### src/rtl/pc_sequencer.sv
// pc_sequencer: fetch-address sequencer with boot/fetch/hold control and exception/eret redirection.
module pc_sequencer #(
  parameter logic [31:0] RESET_VEC = 32'h0040_0000,
  parameter logic [31:0] EXC_VEC   = 32'h0040_0004
) (
  input  logic        clk,
  input  logic        rst,
  input  logic [1:0]  pc_sel,
  input  logic [31:0] br_target,
  input  logic [25:0] jidx,
  input  logic [31:0] rs_val,
  input  logic [31:0] epc,
  input  logic        eret,
  input  logic        exc_req,
  input  logic        stall,
  input  logic        imem_ack,
  output logic [31:0] pc,
  output logic [31:0] pc_plus4,
  output logic        imem_req,
  output logic        inst_valid,
  output logic        addr_err
);
  localparam logic [1:0] BOOT = 2'd0, FETCH = 2'd1, HOLD = 2'd2;
  logic [1:0]  state, state_nx;
  logic        armed;
  logic        load;
  logic [31:0] target;
  assign pc_plus4   = pc + 32'd4;
  assign imem_req   = state == FETCH;
  assign inst_valid = state == FETCH && imem_ack && !exc_req;
  always_comb begin
    target = exc_req ? EXC_VEC :
             eret ? epc :
             pc_sel == 2'd0 ? pc_plus4 :
             pc_sel == 2'd1 ? br_target :
             pc_sel == 2'd2 ? {pc_plus4[31:28], jidx, 2'b00} : rs_val;
    load = (state == FETCH && (exc_req || (imem_ack && !stall))) ||
           (state == HOLD && (exc_req || !stall));
    state_nx = state == BOOT ? (armed ? FETCH : BOOT) :
               state == FETCH ? (!exc_req && imem_ack && stall ? HOLD : FETCH) :
               state == HOLD ? (load ? FETCH : HOLD) : BOOT;
  end
  // armed delays the first FETCH by one full cycle after reset release
  always_ff @(posedge clk or negedge rst) begin
    if (!rst) begin
      pc       <= RESET_VEC;
      state    <= BOOT;
      armed    <= 1'b0;
      addr_err <= 1'b0;
    end else begin
      armed    <= 1'b1;
      state    <= state_nx;
      addr_err <= load && |target[1:0];
      if (load) pc <= {target[31:2], 2'b00};
    end
  end
endmodule

### config.mk
export PLATFORM = sky130hd
export DESIGN_NAME = pc_sequencer
export DESIGN_NICKNAME = d
export VERILOG_FILES = /design/src/rtl/pc_sequencer.sv
export SDC_FILE = /design/constraint.sdc
export NUM_CORES = 1
export LEC_CHECK = 0
export BUFFER_PORTS_ARGS = -buffer_cell sky130_fd_sc_hd__buf_2
export CORE_ASPECT_RATIO = 1.2
export CORE_MARGIN = 3
export CORE_UTILIZATION = 39
export CTS_CLUSTER_SIZE = 25
export DETAILED_ROUTE_END_ITERATION = 10
export GPL_TIMING_DRIVEN = 0
export MAX_ROUTING_LAYER = met4
export PLACE_DENSITY = 0.77
export SLEW_MARGIN = 10
export SYNTH_ARGS = -nofsm -noshare
export SYNTH_HDL_FRONTEND = slang
export SYNTH_SLANG_ARGS = --single-unit
### constraint.sdc
create_clock -name clk -period 2.69 [get_ports clk]
set_input_delay 0.4035 -clock clk [delete_from_list [all_inputs] [get_ports clk]]
set_output_delay 0.4035 -clock clk [all_outputs]
set_load 0.03 [all_outputs]
== Word-level counts from Yosys, hierarchy flattened ==
Cells that the tools add are included.

* Flip-flop bits (word level): 34
* Logic and storage cells: 36
* Input port bits: 130
* Output and inout bits: 67

* Muxes and demuxes: 11
* Add/subtract/negate cells: 1
* Equal/unequal tests: 4
* Reduce and logical (&&, ||, !) cells: 16

{| class="wikitable"
|+ Operator list
! kind !! count
|-
| 2-to-1 mux 32 bit || 5
|-
| adder 32 x 3 -> 32 bit, second input constant || 1
|-
| 2-to-1 mux 2 bit || 5
|-
| logical AND 1 bit || 8
|-
| equality test 2 x 1 -> 1 bit, second input constant || 2
|-
| equality test 2 bit, second input constant || 2
|-
| zero test 2 bit || 2
|-
| logical OR 1 bit || 3
|-
| zero test 1 bit || 2
|-
| OR reduction 2 bit || 1
|-
| 2-to-1 mux 1 bit || 1
|}

== Longest topological paths before layout ==
* Depth after elaboration: 9
* Depth in mapped cells: 7
* Mapped depth without buffers: 6

== Worst setup path before layout ==
Ideal clock, no wire load.

* Path kind: flip-flop to output port
* From: reg pc[8]
* To: out pc_plus4[24]
* Path slack: -35 ps
* Stages on the path, launching flop included: 7
* Arrival: 2322 ps
* Required time: 2287 ps
* Buffers on the path: 1
* Path through: dfrtp_1 nand3_2 or4_4 buf_6 nor2_1 nand3_1 xnor2_1

* Cells in the longest elaborated chain, start to end: 1

{| class="wikitable"
|+ Ends and longest elaborated chain
! element !! RTL line !! text
|-
| start, declared || 17 || <nowiki>output logic [31:0] pc,</nowiki>
|-
| start signal, assigned || 54 || <nowiki>if (load) pc <= {target[31:2], 2'b00};</nowiki>
|-
| adder 32 x 3 -> 32 bit || 28 || <nowiki>assign pc_plus4 = pc + 32'd4;</nowiki>
|-
| end, declared || 18 || <nowiki>output logic [31:0] pc_plus4,</nowiki>
|}

Every way passes these cells.

== Worst setup path after layout ==
* From: reg pc[9]
* To: out pc_plus4[30]

The elaborated chain is that of the path after synthesis.

==> flow_metrics.env <==
export IMPL_power_mw=2.23
export IMPL_die_h_um=108
export IMPL_critical_path_buf_inv_count=2
export IMPL_ant_nets=0
export IMPL_ys_seq_area_frac=0.250
export IMPL_numPortBuffers=192
export IMPL_setup_violations=0
export IMPL_grt_overflow=0
export IMPL_grt_pass1_vias=4275
export IMPL_vias=4287
export IMPL_worstPathRequired_ps=2290
export IMPL_ys_top_cells_by_count="35 x nand2_1, 33 x dfrtp_1, 29 x nor2_1, 24 x clkbuf_1, 23 x a21oi_1"
export IMPL_die_x_um=91.3
export IMPL_status="completed"
export IMPL_period_needed_ps=2620
export IMPL_rsz0062_at_grt="false"
export IMPL_syn_inst=408
export IMPL_grt_antenna_before_repair=0
export IMPL_yosys_warnings=0
export IMPL_cts_root_buffer="clkbuf_8"
export IMPL_placed_cells=717
export IMPL_row_count=36
export IMPL_clkTransAtPathRegs_ps=80
export IMPL_syn_area_per_cell_um2=8.34
export IMPL_synth_top_area_frac=0.243
export IMPL_worstMarginPinSlew_ps=823
export IMPL_utilization=0.578
export IMPL_setup_worst_path_class="reg2out"
export IMPL_cts_tree="built"
export IMPL_layout_setup_ws_ps=70.5
export IMPL_p_per_area_mw_per_mm2=465
export IMPL_synth_edf_count=0
export IMPL_fp_coreArea_mm2=0.00829
export IMPL_crit_family="simple AND/OR/NAND/NOR gates"
export IMPL_ys_ff_latch=34
export IMPL_dr_pass1_iters=5
export IMPL_clk_path_buf_depth=2
export IMPL_grt_pass1_wl_um=22000
export IMPL_dpl_hpwl_um=11200
export IMPL_drc_errors=0
export IMPL_slew_viol_final=0
export IMPL_final_nets=748
export IMPL_clk_latency_ps=290
export IMPL_maxCapViolations=0
export IMPL_fillers=835
export IMPL_wl_um=14400
export IMPL_viasPerCell=5.86
export IMPL_slowest_delay_ps=540
export IMPL_cts_sinks=34
export IMPL_drtIter0Drc=268
export IMPL_synth_most_common_cell="nand2_1"
export IMPL_critPathCaptureType="output port"
export IMPL_fmax_mhz=382
export IMPL_slew_limit_headroom=0.452
export IMPL_postCtsHoldBufs=0
export IMPL_hold_violations=0
export IMPL_arrival_ps=2220
export IMPL_numCtsBuffers=5
export IMPL_htreeDepth=2
export IMPL_preCtsSetupSlack_ps=95.0
export IMPL_wl_per_cell_um=19.6
export IMPL_stdcell_count=732
export IMPL_dpl_cell_area_mm2=0.00453
export IMPL_totalNegativeSetupSlack_ps=0
export IMPL_fin_skew_ps=6.99
export IMPL_worstHoldPathType="in2async"
export IMPL_crit_fanout=10
export IMPL_critPathLaunchType="flip-flop"
export IMPL_finalCritPeriodShare=0.974
export IMPL_gp_congestion=0.953
export IMPL_peakVddDrop_mv=0.241
export IMPL_ios=197
export IMPL_synth_distinct_cells=67
export IMPL_path_cells="nand3_4 -> or4_4 -> buf_6 -> nor4_4 -> xor2_2 -> buf_4"
export IMPL_netlist_area_mm2=0.00340
export IMPL_whs_ps=202
export IMPL_initial_utilization=0.411
export IMPL_grt_start_max_net_pins=35
export IMPL_syn_to_final_growth_pct=40.7
export IMPL_synth_flop_cell="dfrtp_1"
export IMPL_synthTopCellsByArea="dfrtp_1 24%, mux2i_1 5.3%, xnor2_1 5.1%"
export IMPL_drive_gt1_frac=0.429
export IMPL_async_reset_ff_frac=1.00
export IMPL_fin_area_mm2=0.00479
export IMPL_crit_slowest_cell="or4_4"
export IMPL_dieArea_mm2=0.00989
export IMPL_yosys_area_top_type="dfrtp_1"
export IMPL_p_leak_nw=2.36
export IMPL_track_usage=0.291
export IMPL_antenna_cells=0
-- placed cells by master, fill, tap and decap left out, types with 15 or more instances in the layout --
master,instances
dfrtp_1,27
xnor2_1,19
nand3_1,17
o21ai_0,16
buf_2,191
nor2_1,28
nand2_1,34
mux2i_1,18
buf_4,15
a21oi_1,23
clkbuf_1,23
-- area by class of cell --
type / count / area (um^2) / area share
plain buffers: 35 / 165 / 0.0345
well taps: 114 / 143 / 0.0298
repair buffers: 200 / 1040 / 0.218
inverters: 12 / 45.0 / 0.00940
clock inverters: 3 / 45.0 / 0.00940
clock buffers: 5 / 68.8 / 0.0144
multi-input cells: 329 / 2420 / 0.505
flip-flops and latches: 34 / 860 / 0.179
-- kinds of logic (layout without fill, tap and decap cells) --
kind of cell | Yosys count | after routing | synth area share
mux | 36 | 36 | 0.129
fa+ha+maj | 1 | 1 | 0.00368
flops | 34 | 34 | 0.250
simple gates | 148 | 148 | 0.242
compound gates | 111 | 111 | 0.238
buf+inv | 48 | 255 | 0.0614
xor+xnor | 28 | 28 | 0.0743
other cells | 2 | 5 | 0.00221
-- state kept, by name, summed over array words and instances, names as in the netlist --
name,flops
pc,30
state,2
addr_err,1
armed,1
-- timing repair --
item | CTS | global route
pin swaps | 2 | 2
setup buffers | 4 | 4
resized for setup | 11 | 13
endpoints found under the setup margin | 11 | 11
-- path summary, 6_finish.rpt --
check	startpoint	to	slack, ps	cells past startpoint
max reg2reg	state[1]	pc[25]	180	7
min reg2reg	armed	state[0]	520	1
min	rst	pc[4]	200	1
max in group asynchronous	rst	pc[18]	1910	1
min in group clk	epc[12]	pc[12]	380	3
max	pc[9]	pc_plus4[30]	70	6
-- metal layers --
| metal | track usage | share of wire | up-vias |
|---|---|---|---|
| met1 | 0.347 | 0.38 | 2022 |
| met5 | - | 0 | - |
| met3 | 0.0508 | 0.099 | 24 |
| li1 | - | - | 1954 |
| met4 | 0.0905 | 0.019 | 0 |
| met2 | 0.503 | 0.50 | 287 |
-- where the power goes --
| part | internal, mW | leakage [nW] | switching [mW] |
|---|---|---|---|
| clock | 0.276 | 0.0504 | 0.212 |
| combinational | 0.382 | 1.87 | 0.670 |
| sequential | 0.581 | 0.435 | 0.109 |
| total | 1.24 | 2.36 | 0.991 |
No activity file was read; power rests on OpenSTA's default activity.
